### config.mk
export PLATFORM = sky130hd
export DESIGN_NAME = mem_port_arbiter
export DESIGN_NICKNAME = d
export VERILOG_FILES = /design/src/rtl/mem_port_arbiter.sv
export SDC_FILE = /design/constraint.sdc
export NUM_CORES = 1
export LEC_CHECK = 0
export BUFFER_PORTS_ARGS = -buffer_cell sky130_fd_sc_hd__buf_2
export CAP_MARGIN = 10
export CELL_PAD_IN_SITES_DETAIL_PLACEMENT = 2
export CELL_PAD_IN_SITES_GLOBAL_PLACEMENT = 2
export CORE_ASPECT_RATIO = 1.5
export CORE_MARGIN = 1.5
export CORE_UTILIZATION = 10
export DETAILED_ROUTE_END_ITERATION = 7
export MAX_ROUTING_LAYER = met4
export PLACE_DENSITY = 0.94
export SLEW_MARGIN = 40
export SYNTH_ARGS = -nofsm -noshare
export SYNTH_HDL_FRONTEND = slang
export SYNTH_SLANG_ARGS = --single-unit
### constraint.sdc
create_clock -name clk_i -period 1.1 [get_ports clk_i]
set_input_delay 0.055 -clock clk_i [delete_from_list [all_inputs] [get_ports clk_i]]
set_output_delay 0.055 -clock clk_i [all_outputs]
set_load 0.005 [all_outputs]
### src/rtl/mem_port_arbiter.sv
// mem_port_arbiter
// Shares one single-port memory between the instruction-fetch requester
// and the load/store requester. One access is outstanding at a time. The
// read response returns MEM_LAT cycles after issue and is routed to the
// requester that owns the access. Data requests win over fetch.
//
// Optional feature: define ARB_STARVE_GUARD_EN to build the fetch
// starvation guard. After STARVE_MAX data grants made while fetch waits,
// the next issue goes to fetch. Without the macro, data priority is
// strict and no counter is built.
//
// Grants and the mem_* issue signals are combinational from the request
// inputs, so an issue lands in the same cycle as the request.

module mem_port_arbiter #(
    parameter int ADDR_W     = 32,
    parameter int DATA_W     = 32,
    parameter int MEM_LAT    = 2,
    parameter int STARVE_MAX = 4
) (
    input  logic                  clk_i,
    input  logic                  rst_ni,
    // fetch requester
    input  logic                  if_req_i,
    input  logic [ADDR_W-1:0]     if_addr_i,
    output logic                  if_gnt_o,
    output logic                  if_rvalid_o,
    output logic [DATA_W-1:0]     if_rdata_o,
    // load/store requester
    input  logic                  d_req_i,
    input  logic                  d_we_i,
    input  logic [ADDR_W-1:0]     d_addr_i,
    input  logic [DATA_W-1:0]     d_wdata_i,
    input  logic [DATA_W/8-1:0]   d_wmask_i,
    output logic                  d_gnt_o,
    output logic                  d_rvalid_o,
    output logic [DATA_W-1:0]     d_rdata_o,
    // memory port
    output logic                  mem_en_o,
    output logic                  mem_we_o,
    output logic [ADDR_W-1:0]     mem_addr_o,
    output logic [DATA_W-1:0]     mem_wdata_o,
    output logic [DATA_W/8-1:0]   mem_wmask_o,
    input  logic [DATA_W-1:0]     mem_rdata_i
);

    localparam int MASK_W   = DATA_W / 8;
    // WAIT lasts MEM_LAT-1 cycles; the counter expires at zero.
    localparam int CNT_LOAD = (MEM_LAT > 2) ? (MEM_LAT - 2) : 0;
    localparam int CNT_W    = (CNT_LOAD > 1) ? $clog2(CNT_LOAD + 1) : 1;

    // Illegal configurations stop elaboration.
    if (MEM_LAT < 1 || STARVE_MAX < 1) begin : g_param_check
        $error("mem_port_arbiter: MEM_LAT and STARVE_MAX must be >= 1");
    end

    typedef enum logic [1:0] {
        ST_IDLE = 2'd0,
        ST_WAIT = 2'd1,
        ST_RESP = 2'd2
    } state_e;

    state_e             state_q;
    state_e             state_d;
    logic [CNT_W-1:0]   cnt_q;
    logic [CNT_W-1:0]   cnt_d;
    logic               owner_data_q;   // 1: data requester owns the access
    logic               owner_data_d;
    logic               we_q;           // outstanding access is a store
    logic               we_d;

    logic               can_issue_s;
    logic               force_fetch_s;
    logic               grant_d_s;
    logic               grant_if_s;
    logic               issue_s;

`ifdef ARB_STARVE_GUARD_EN
    localparam int STARVE_W = $clog2(STARVE_MAX + 1);
    logic [STARVE_W-1:0] starve_q;
    logic [STARVE_W-1:0] starve_d;
`endif

    // State register: FSM state, wait counter, owner and store flag.
    always_ff @(posedge clk_i) begin
        if (!rst_ni) begin
            state_q      <= ST_IDLE;
            cnt_q        <= {CNT_W{1'b0}};
            owner_data_q <= 1'b0;
            we_q         <= 1'b0;
`ifdef ARB_STARVE_GUARD_EN
            starve_q     <= {STARVE_W{1'b0}};
`endif
        end else begin
            state_q      <= state_d;
            cnt_q        <= cnt_d;
            owner_data_q <= owner_data_d;
            we_q         <= we_d;
`ifdef ARB_STARVE_GUARD_EN
            starve_q     <= starve_d;
`endif
        end
    end

    // Next-state logic: arbitration, FSM transitions and wait countdown.
    always_comb begin
        state_d       = state_q;
        cnt_d         = cnt_q;
        owner_data_d  = owner_data_q;
        we_d          = we_q;
        force_fetch_s = 1'b0;
`ifdef ARB_STARVE_GUARD_EN
        starve_d      = starve_q;
        force_fetch_s = (starve_q == STARVE_W'(STARVE_MAX)) && if_req_i;
`endif

        // The RESP cycle may carry the next issue; WAIT never does.
        can_issue_s = rst_ni && ((state_q == ST_IDLE) || (state_q == ST_RESP));
        grant_d_s   = can_issue_s && d_req_i && !force_fetch_s;
        grant_if_s  = can_issue_s && if_req_i && !grant_d_s;
        issue_s     = grant_d_s || grant_if_s;

        case (state_q)
            ST_IDLE: begin
                state_d = ST_IDLE;
            end
            ST_WAIT: begin
                if (cnt_q == {CNT_W{1'b0}}) begin
                    state_d = ST_RESP;
                end else begin
                    cnt_d = cnt_q - CNT_W'(1);
                end
            end
            ST_RESP: begin
                state_d = ST_IDLE;
            end
            default: begin
                state_d = ST_IDLE;
            end
        endcase

        if (issue_s) begin
            state_d      = (MEM_LAT > 1) ? ST_WAIT : ST_RESP;
            cnt_d        = CNT_W'(CNT_LOAD);
            owner_data_d = grant_d_s;
            we_d         = grant_d_s && d_we_i;
`ifdef ARB_STARVE_GUARD_EN
            if (grant_if_s) begin
                starve_d = {STARVE_W{1'b0}};
            end else if (if_req_i) begin
                starve_d = starve_q + STARVE_W'(1);
            end else begin
                starve_d = starve_q;
            end
`endif
        end else begin
            owner_data_d = owner_data_q;
        end
    end

    // Output logic: issue strobes to memory and response routing in RESP.
    always_comb begin
        if_gnt_o    = 1'b0;
        d_gnt_o     = 1'b0;
        mem_en_o    = 1'b0;
        mem_we_o    = 1'b0;
        mem_addr_o  = {ADDR_W{1'b0}};
        mem_wdata_o = {DATA_W{1'b0}};
        mem_wmask_o = {MASK_W{1'b0}};
        if_rvalid_o = 1'b0;
        if_rdata_o  = {DATA_W{1'b0}};
        d_rvalid_o  = 1'b0;
        d_rdata_o   = {DATA_W{1'b0}};

        if (grant_d_s) begin
            d_gnt_o     = 1'b1;
            mem_en_o    = 1'b1;
            mem_we_o    = d_we_i;
            mem_addr_o  = d_addr_i;
            mem_wdata_o = d_wdata_i;
            mem_wmask_o = d_wmask_i;
        end else if (grant_if_s) begin
            if_gnt_o    = 1'b1;
            mem_en_o    = 1'b1;
            mem_addr_o  = if_addr_i;
        end else begin
            mem_en_o    = 1'b0;
        end

        // Reset abandons the outstanding access, so no response escapes.
        if (rst_ni && (state_q == ST_RESP)) begin
            if (owner_data_q) begin
                d_rvalid_o = 1'b1;
                d_rdata_o  = we_q ? {DATA_W{1'b0}} : mem_rdata_i;
            end else begin
                if_rvalid_o = 1'b1;
                if_rdata_o  = mem_rdata_i;
            end
        end else begin
            if_rvalid_o = 1'b0;
            d_rvalid_o  = 1'b0;
        end
    end

endmodule

== After elaboration in Yosys (flattened, before gate mapping) ==
Index checks and enable logic that the tools add are counted.

* $add $sub $neg: 1
* Equal/unequal tests: 3
* Mux-type cells: 22
* Bitwise operators: 2
* Reduce and logical (&&, ||, !) cells: 12

{| class="wikitable"
|+ Operators with widths
! cell !! number
|-
| 32-bit 2-to-1 mux || 8
|-
| 1-bit 2-to-1 mux || 13
|-
| 1-bit logical AND || 6
|-
| 4-bit 2-to-1 mux || 1
|-
| 3-bit inequality test (second input constant) || 1
|-
| 3-bit OR reduction || 1
|-
| 2-bit by 1-bit == test with 1-bit output (second input constant) || 1
|-
| 2-bit == test (second input constant) || 1
|-
| 2-bit zero test || 1
|-
| 1-bit logical OR || 2
|-
| 1-bit NOT || 2
|-
| 2-bit OR reduction || 1
|-
| 1-bit zero test || 1
|-
| 1-bit subtractor (second input constant) || 1
|}

* Register bits after elaboration: 5
* Input port bits: 137
* Output and inout port bits: 138

== Longest topological paths before layout ==
Gate-level depths: netlist (run 1).

* Depth after elaboration: 8
* Gate-level depth with buffers: 5
* Gate-level depth less buffers: 3

== Worst setup path after synthesis (run 1) ==
No wires, ideal clock.

* Path type: reg-to-output
* Start point: register state_q[0]
* End point: output port if_rdata_o[22]
* Arrival time: 986 ps
* Data required time: 1045 ps
* Setup slack: 59 ps
* Stages on the path, launching flop included: 4
* Path buffers: 1
* Cells stage by stage: dfxtp_1 -> and4bb_2 -> buf_2 -> and2_1

* Longest elaborated chain between the ends: 3

{| class="wikitable"
|+ RTL lines
! what !! line !! text
|-
| start: declaration || 63 || <nowiki>state_e state_q;</nowiki>
|-
| start signal: assignment || 95 || <nowiki>state_q <= state_d;</nowiki>
|-
| 2-bit == test || 191 || <nowiki>if (rst_ni && (state_q == ST_RESP)) begin</nowiki>
|-
| 1-bit logical AND || 191 ||
|-
| 32-bit 2-to-1 mux || 191 ||
|-
| end: declaration || 28 || <nowiki>output logic [DATA_W-1:0] if_rdata_o,</nowiki>
|}

No other way between the ends.

== Worst setup path in the final report (run 1) ==
* Start point: register state_q[0]
* End point: output port d_rdata_o[18]

* Longest elaborated chain between the ends: 3

{| class="wikitable"
|+ RTL lines
! what !! line !! text
|-
| 2-bit == test || 191 ||
|-
| 1-bit logical AND || 191 ||
|-
| 32-bit 2-to-1 mux || 191 ||
|-
| end: declaration || 37 || <nowiki>output logic [DATA_W-1:0] d_rdata_o,</nowiki>
|}

No other way between the ends.

==> flow_summary.ini, run 1 <==
[outcome]
status = finished with violations
violations = negative setup slack

[pwr]
p_seq_share_pct = 8.6
clkPwrFrac_pct = 28.8
p_leak_nw = 2.27
switching_power_mw = 0.650
fin_total_pwr_mw = 1.94
ir_worst_vdd_mv = 0.254
switching_share_pct = 33.4
p_per_area_mw_per_mm2 = 492
comb_power_share_pct = 62.6
intPower_mw = 1.30

[yosys]
synth_commonest_cells = and2_1, and3_1, nor2_1
ys_types = 21
ys.flop_type = dfxtp_1
yosysTopAreaCellShare_pct = 30.4
ys_async_sr_fraction_pct = 0
syn_area_per_cell_um2 = 6.24
synth_top_family_by_area = simple AND/OR/NAND/NOR gates
synth-edff-count = 0
synth_top_area_cell = and2_1
synth_area_leaders = and2_1, a22oi_1, and3_1
synth.most_common_cell = and2_1
ys_ff_latch = 4
synth_area_mm2 = 0.00134
synth_cells = 214
yosysWarnings = 0
synth_fa_ha_area_share_pct = 0
ys_seq_area_share_pct = 5.99
synth_compound_area_share_pct = 19.5
synth-simple-area-share_pct = 63.8
synth_xor_area_share_pct = 0
syn-num-nets = 351
synth_mux_area_share_pct = 0

[timing]
worst_pin_slew_ps = 413
fmax_ghz = 0.688
fin_crit_ps = 1450
setup_viol = 139
skew_ps = 0.700
finalMaxSlewViolations = 0
finalHoldViolCount = 0
worst_slack_ps = -354
min_period_over_period_pct = 132
grt_setup_unrepaired = yes
whs_ps = 182
slew_headroom_pct = 72.5

[grt]
antenna_found_initial = 0
global_route.overflow_total = 0
grt_start_max_net_pins = 60
grt_pass1_vias = 2754
grt_use_total_pct = 14.0
grt_pass1_wl_um = 15100

[floorplanning]
num_rows = 51
die_width_um = 97.4
design.portCount = 275
dieArea_mm2 = 0.0141
die_h_um = 145
initial_core_util_pct = 10.3
design.core.area_mm2 = 0.0130

[setup_path]
crit_path_start_kind = flip-flop
crit_arrival_ps = 1400
worstPathCellList = nor2b_4, and4b_4, clkbuf_16, and2_1, buf_2
rrSetupSlack_ps = -150
path_delay_family = simple AND/OR/NAND/NOR gates
required_ps = 1040
crit_path_max_incr_delay_ps = 350
timing.rr.start = state_q[0]
r2r-end = we_q
crit_fanout = 16
critPathSlowestCell = dfxtp_4
path_buf_inv = 2
endpoint_kind = output pin
reg2reg_depth = 6
critPathKind = flip-flop to output pin

[place]
dp_hpwl_um = 8650
numPortBuffers = 274
place_congestion = 0.832

[detailed_routing]
via_count = 2745
dr.pass1.iters = 4
drtAntennaViolNets = 0
drtIter0Drc = 37
vias_per_cell = 4.18
drc_errors = 0
avgRoutedWirePerCell_um = 18.0
routed_wl_um = 11800

[min_path]
hold_start = if_req_i
hold_depth = 3
hold_end = state_q[0]
hold_class = primary input to flip-flop

[layout]
nets = 636
diodes = 0
syn2layout_area_growth_pct = 196
drive_gt1_share_pct = 76.7
fill_cells = 1543

[clock_network]
cts_tree = done
cts_sinks = 4
clock-root-buffer = clkbuf_16
ctsHoldBuffers = 0
worstSkewPairLatency_ps = 220
htreeDepth = 1
cts.path.max_buffers = 2
cts_made_buffers = 3
clkTransAtPathRegs_ps = 30

[run]
drv_cap = 0
worst reg2reg max path, stage by stage (launching register included):
cell and delay (ps):
dfxtp_4 360, nor2b_4 50, buf_4 140, buf_8 130, buf_12 130, and3_4 180, nand2b_4 130
layer usage:
| layer | wire (um) | vias up | track usage (%) |
|---|---|---|---|
| li1 | - | 1300 | - |
| met1 | 4220 | 1298 | 14.9 |
| met2 | 6910 | 133 | 27.9 |
| met3 | 534 | 14 | 2.03 |
| met4 | 148 | 0 | 1.65 |
| met5 | 0 | - | - |
placed cells by master, fill, tap and decap left out, types with 2 or more instances in the layout:
cell type	n
a22oi_1	32
and2_1	37
and2_4	28
and3_1	34
and3_4	3
buf_12	9
buf_16	3
buf_2	237
buf_4	6
buf_6	43
buf_8	3
clkbuf_16	8
dfxtp_1	3
nand2b_4	2
nor2_1	3
nor2_2	6
nor2_4	27
state kept, by name, indices dropped and copies added (netlist names):
register      cells
owner_data_q      1
state_q           2
we_q              1
stage by stage:
step / util (%) / TNS, ps / setup WS, ps / area (um^2) / cells
2_1_floorplan: - / 0 / 58.7 / 1340 / 214
3_3_place_gp: 22.6 / -7260 / -92.6 / 2950 / 633
3_5_place_dp: 22.6 / -13190 / -157 / 2950 / 633
4_1_cts: 25.9 / -36370 / -342 / 3380 / 650
5_1_grt: 30.4 / -43990 / -395 / 3960 / 656
6_report: 30.4 / -38700 / -354 / 3960 / 656
power groups by stage:
| stage | Sequential [mW] | Clock [mW] | Combinational (mW) |
|---|---|---|---|
| floorplan | 0.165 | 0 | 0.295 |
| global placement | 0.168 | 0 | 0.788 |
| detailed placement | 0.170 | 0 | 0.816 |
| CTS | 0.167 | 0.568 | 1.03 |
| global route | 0.169 | 0.584 | 1.31 |
| finish | 0.167 | 0.560 | 1.22 |
worst max path at each step:
stage          startpoint        endpoint  slack (ps)  cells after the start
4_1_cts        state_q[0]   d_rdata_o[16]        -340                      5
3_3_place_gp   state_q[0]            we_q         -90                      4
3_5_place_dp   state_q[0]  if_rdata_o[19]        -160                      4
5_1_grt        state_q[0]  if_rdata_o[26]        -390                      4
6_report       state_q[0]   d_rdata_o[18]        -350                      5
2_1_floorplan  state_q[0]  if_rdata_o[22]          60                      3
kinds of logic (layout without fill, tap and decap cells):
| family | after synthesis | after routing |
|---|---|---|
| and+or+nand+nor | 148 | 148 |
| AOI/OAI and AO/OA | 35 | 35 |
| buffers and inverters | 27 | 310 |
| DFF | 4 | 4 |
repair_timing:
action | 4_1_cts | 5_1_grt
pin swaps | 22 | 36
buffers inserted | 11 | 3
gates resized for setup | 48 | 109
setup endpoints to repair | 138 | 139
endpoints found under the hold margin | 0 | 0
cloned | 3 | 6
cell type report:
type                       instances  area [um^2]  area share, %
clock buffer                       3         75.1           1.90
inverter                           1         3.75         0.0949
multi-input combinational        183         1450           36.6
sequential                         4         83.8           2.12
tap                              159          199           5.03
timing repair buffer             306         2150           54.3
Power figures use the tool's default switching activity.
==> run 2: changes to the inputs <==
==> constraint.sdc (replaced) <==
create_clock -name clk_i -period 1.45 [get_ports clk_i]
set_input_delay 0.0725 -clock clk_i [delete_from_list [all_inputs] [get_ports clk_i]]
set_output_delay 0.0725 -clock clk_i [all_outputs]
set_load 0.005 [all_outputs]
==> run 2 against run 1 <==
The flow still finishes with violations (negative setup slack). Critical endpoint is now d_rdata_o[17]. Clock skew hardly changed. Clock power is 23% lower. First-iteration DRC count is 84% higher. Core utilization down 6.1 points. Critical path depth down 1. Sequential cell count is the same. Final area fell by 20%. Total power shrank 36%. Largest cell class unchanged.
==> flow_summary.ini, run 2 (synthesis gave the netlist of run 1 again) <==
[outcome]
status = finished with violations
violations = negative setup slack

[min_path]
hold_start = rst_ni
hold_end = state_q[1]
hold_depth = 3
hold_class = primary input to flip-flop

[layout]
final_common_cell = buf_2
layout_common_cells = buf_2, and2_1, and3_1, a22oi_1, nor2_1
nets = 621
fill_cells = 1648
drive_gt1_share_pct = 66.8
syn2layout_area_growth_pct = 137
fin_cells = 641
diodes = 0
reg_top3 = state_q (2), owner_data_q (1), we_q (1)
top_register = state_q
largest_reg_flops = 2

[pwr]
ir_worst_vdd_mv = 0.258
p_per_area_mw_per_mm2 = 392
p_leak_nw = 2.06
fin_total_pwr_mw = 1.24

[setup_path]
worstPathCellList = nor2b_4, and4b_4, and2_4, buf_2
r2r-end = state_q[0]
crit_path_max_incr_delay_ps = 370
rrSetupSlack_ps = 260
required_ps = 1380
critPathSlowestCell = and4b_4
reg2reg_depth = 5
crit_path_start_kind = flip-flop
crit_arrival_ps = 1400
critPathKind = flip-flop to output pin
crit_fanout = 8
timing.rr.start = state_q[0]
endpoint_kind = output pin

[timing]
worst_pin_slew_ps = 388
setup_viol = 24
slew_headroom_pct = 74.2
finalHoldViolCount = 0
grt_setup_unrepaired = yes
min_period_over_period_pct = 102
finalMaxSlewViolations = 0
fin_crit_ps = 1480
worst_slack_ps = -27.1
fmax_ghz = 0.677
skew_ps = 1.02

[grt]
grt_start_max_net_pins = 39
antenna_found_initial = 0
grt_pass1_wl_um = 14900
grt_pass1_vias = 2757
grt_use_total_pct = 13.8
global_route.overflow_total = 0

[clock_network]
ctsHoldBuffers = 0
clock-root-buffer = clkbuf_16
cts.path.max_buffers = 2
cts_made_buffers = 3
cts_sinks = 4
clkTransAtPathRegs_ps = 30
cts_tree = done
worstSkewPairLatency_ps = 220
htreeDepth = 1

[detailed_routing]
dr.pass1.iters = 3
via_count = 2666
routed_wl_um = 11500
drtIter0Drc = 68
drtAntennaViolNets = 0
vias_per_cell = 4.16
avgRoutedWirePerCell_um = 18.0
drc_errors = 0

[floorplanning]
num_rows = 51
dieArea_mm2 = 0.0141
design.core.area_mm2 = 0.0130
initial_core_util_pct = 10.3
die_h_um = 145
die_width_um = 97.4
design.portCount = 275

[place]
numPortBuffers = 274
dp_hpwl_um = 8560
dpl.cell_count = 628
place_congestion = 0.860

[run]
drv_cap = 0
-- run 2: through the flow --
stage | util, % | hold slack (ps) | setup WS [ps] | area [um^2] | setup TNS, ps
after global placement | 21.9 | 352 | 148 | 2850 | 0
final | 24.3 | 172 | -27.1 | 3160 | -275
after global routing | 24.3 | 207 | -87.8 | 3160 | -3180
after detailed placement | 21.9 | 368 | 39.1 | 2850 | 0
after floorplan | - | 186 | 391 | 1340 | 0
after CTS | 23.1 | 165 | -46.8 | 3000 | -789
-- run 2: per-layer routing --
metal	part of all wire, %	vias to the layer above	track usage [%]	wire length (um)
met2	57	136	26.4	6570
met5	0	-	-	0
met4	1.2	0	3.16	136
met1	37	1235	14.4	4210
li1	-	1281	-	-
met3	5.3	14	3.00	613
-- run 2: where the power goes --
| group | switching, mW | internal, mW |
|---|---|---|
| clock network | 0.0775 | 0.352 |
| logic | 0.324 | 0.353 |
| registers | 0.0133 | 0.120 |
| total | 0.415 | 0.825 |
-- run 2: area by class of cell --
| type | count | area, um^2 | area share, % |
|---|---|---|---|
| inverter | 1 | 3.75 | 0.119 |
| timing repair buffer | 287 | 1550 | 49.0 |
| sequential | 4 | 83.8 | 2.65 |
| clock buffer | 3 | 75.1 | 2.37 |
| tap | 159 | 199 | 6.29 |
| multi-input combinational | 187 | 1250 | 39.6 |
-- run 2: worst max path at each step --
stage	startpoint	endpoint	slack [ps]	depth (start not counted)
floorplan	state_q[0]	if_rdata_o[22]	390	3
global placement	state_q[0]	if_rdata_o[1]	150	3
detailed placement	state_q[0]	if_rdata_o[2]	40	3
CTS	state_q[0]	d_rdata_o[4]	-50	4
global route	state_q[0]	d_rdata_o[17]	-90	4
finish	state_q[0]	d_rdata_o[17]	-30	4
-- run 2: repair_timing --
action,4_1_cts,5_1_grt
buffers inserted,0,1
pin swaps,11,1
cloned,3,6
gates resized for setup,15,19
setup endpoints to repair,70,83
-- run 2: critical path: cells and delay by family, from the launching register on --
kind                   cells  cell delay, ps
buffers and inverters      1             110
DFF                        1             340
and+or+nand+nor            3             730
==> run 3: changes to the inputs <==
--- a/config.mk
+++ b/config.mk
@@ -15,6 +15,7 @@
 export DETAILED_ROUTE_END_ITERATION = 7
 export MAX_ROUTING_LAYER = met4
 export PLACE_DENSITY = 0.94
+export RECOVER_POWER = 100
 export SLEW_MARGIN = 40
 export SYNTH_ARGS = -nofsm -noshare
 export SYNTH_HDL_FRONTEND = slang
==> run 3 against run 2 <==
The run still ends with negative setup slack left. Wire length barely moved. Sequential cell count did not move. Non-clock buffer count did not move. Clock power barely moved. Maximum frequency fell by 0.27%. Setup slack got worse by 4.0 ps. Final area barely moved. Cell count did not move. Sequential share of layout area barely moved. Total power barely moved. Critical path type unchanged.
==> flow_summary.ini, run 3 (synthesis gave the netlist of run 1 again) <==
[outcome]
status = finished with violations
violations = negative setup slack

[clock_network]
clock-root-buffer = clkbuf_16
htreeDepth = 1
cts_sinks = 4
cts_tree = done
clkTransAtPathRegs_ps = 30
worstSkewPairLatency_ps = 220
ctsHoldBuffers = 0
cts_made_buffers = 3
cts.path.max_buffers = 2

[layout]
largest_reg_flops = 2
layout_common_cells = buf_2, and2_1, and3_1, a22oi_1, nor2_1
top_register = state_q
final_common_cell = buf_2
diodes = 0
final_cell_area_mm2 = 0.00316
reg_top3 = state_q (2), owner_data_q (1), we_q (1)
nets = 621
syn2layout_area_growth_pct = 137
drive_gt1_share_pct = 66.6
fill_cells = 1647

[timing]
finalMaxSlewViolations = 0
slew_headroom_pct = 74.1
whs_ps = 172
finalHoldViolCount = 0
worst_slack_ps = -31.1
grt_setup_unrepaired = yes
skew_ps = 1.02
setup_viol = 26
fmax_ghz = 0.675
min_period_over_period_pct = 102
fin_crit_ps = 1480
worst_pin_slew_ps = 388

[setup_path]
critPathSlowestCell = and4b_4
required_ps = 1380
crit_fanout = 8
worstPathCellList = nor2b_4, and4b_4, and2_4, buf_2
timing.rr.start = state_q[0]
endpoint_kind = output pin
endpoint = d_rdata_o[17]
crit_path_max_incr_delay_ps = 370
reg2reg_depth = 5
crit_arrival_ps = 1410
r2r-end = state_q[0]
cp-startpoint = state_q[0]
crit_path_start_kind = flip-flop
rrSetupSlack_ps = 260
critPathKind = flip-flop to output pin

[pwr]
p_leak_nw = 2.06
ir_worst_vdd_mv = 0.258
p_per_area_mw_per_mm2 = 392
fin_total_pwr_mw = 1.24

[floorplanning]
design.core.area_mm2 = 0.0130
num_rows = 51
initial_core_util_pct = 10.3
dieArea_mm2 = 0.0141
design.portCount = 275
die_h_um = 145
die_width_um = 97.4

[detailed_routing]
drtIter0Drc = 70
routed_wl_um = 11500
dr.pass1.iters = 3
drc_errors = 0
drtAntennaViolNets = 0
avgRoutedWirePerCell_um = 18.0
via_count = 2667
vias_per_cell = 4.16

[grt]
grt_pass1_vias = 2757
grt_use_total_pct = 13.8
grt_pass1_wl_um = 14900
global_route.overflow_total = 0
grt_start_max_net_pins = 39
antenna_found_initial = 0

[place]
numPortBuffers = 274
placed_area_mm2 = 0.00285
place_congestion = 0.860
place_ws_ps = 39.1
dp_hpwl_um = 8560

[min_path]
hold_class = primary input to flip-flop

[run]
drv_cap = 0
-- run 3: changes by cell type in the layout (fill, tap and decap cells not counted) --
| cell | change |
|---|---|
| buf_2 | -1 |
| clkbuf_1 | +1 |
-- run 3: cell type report --
type	instances	area, um^2	share of cell area [%]
Timing Repair Buffer	287	1550	48.9
Sequential cell	4	83.8	2.65
Multi-Input combinational cell	187	1250	39.6
Tap cell	159	199	6.29
Inverter	1	3.75	0.119
Clock buffer	3	75.1	2.38
-- run 3: report_power, final --
part / internal, mW / leakage, nW / switching (mW) / total, mW
Sequential: 0.120 / 0.0340 / 0.0134 / 0.133
Clock: 0.352 / 0.0370 / 0.0775 / 0.430
Combinational: 0.353 / 1.99 / 0.324 / 0.677
Total: 0.825 / 2.06 / 0.415 / 1.24
-- run 3: per-stage QoR --
stage          instances  utilization [%]  setup TNS, ps
2_1_floorplan        214                -              0
3_3_place_gp         628             21.9              0
3_5_place_dp         628             21.9              0
4_1_cts              634             23.1           -789
5_1_grt              641             24.3          -3180
6_report             641             24.3           -370
-- run 3: how the worst min path moves through the flow --
stage	start	endpoint	slack, ps	depth (start not counted)
floorplan	rst_ni	state_q[1]	190	2
global placement	rst_ni	state_q[1]	350	3
detailed placement	rst_ni	state_q[1]	370	3
CTS	rst_ni	state_q[1]	160	3
global route	rst_ni	state_q[1]	210	3
finish	rst_ni	state_q[1]	170	3
-- run 3: repair_timing --
action / CTS / global route
setup endpoints to repair: 70 / 83
pin swaps: 11 / 1
cloned: 3 / 6
gates resized for setup: 15 / 19
setup buffers: 0 / 1
-- run 3: worst max-delay path, delay by kind of cell, from the launching register on --
kind / cells / cell delay, ps
buffers and inverters: 1 / 110
AND/OR/NAND/NOR: 3 / 730
flip-flops: 1 / 340
-- run 3: metal layers --
metal	track usage [%]	share of wire (%)	vias to the layer above
met5	-	0	-
met4	3.16	1.2	0
met3	3.00	5.1	14
met2	26.4	57	136
met1	14.4	37	1236
li1	-	-	1281
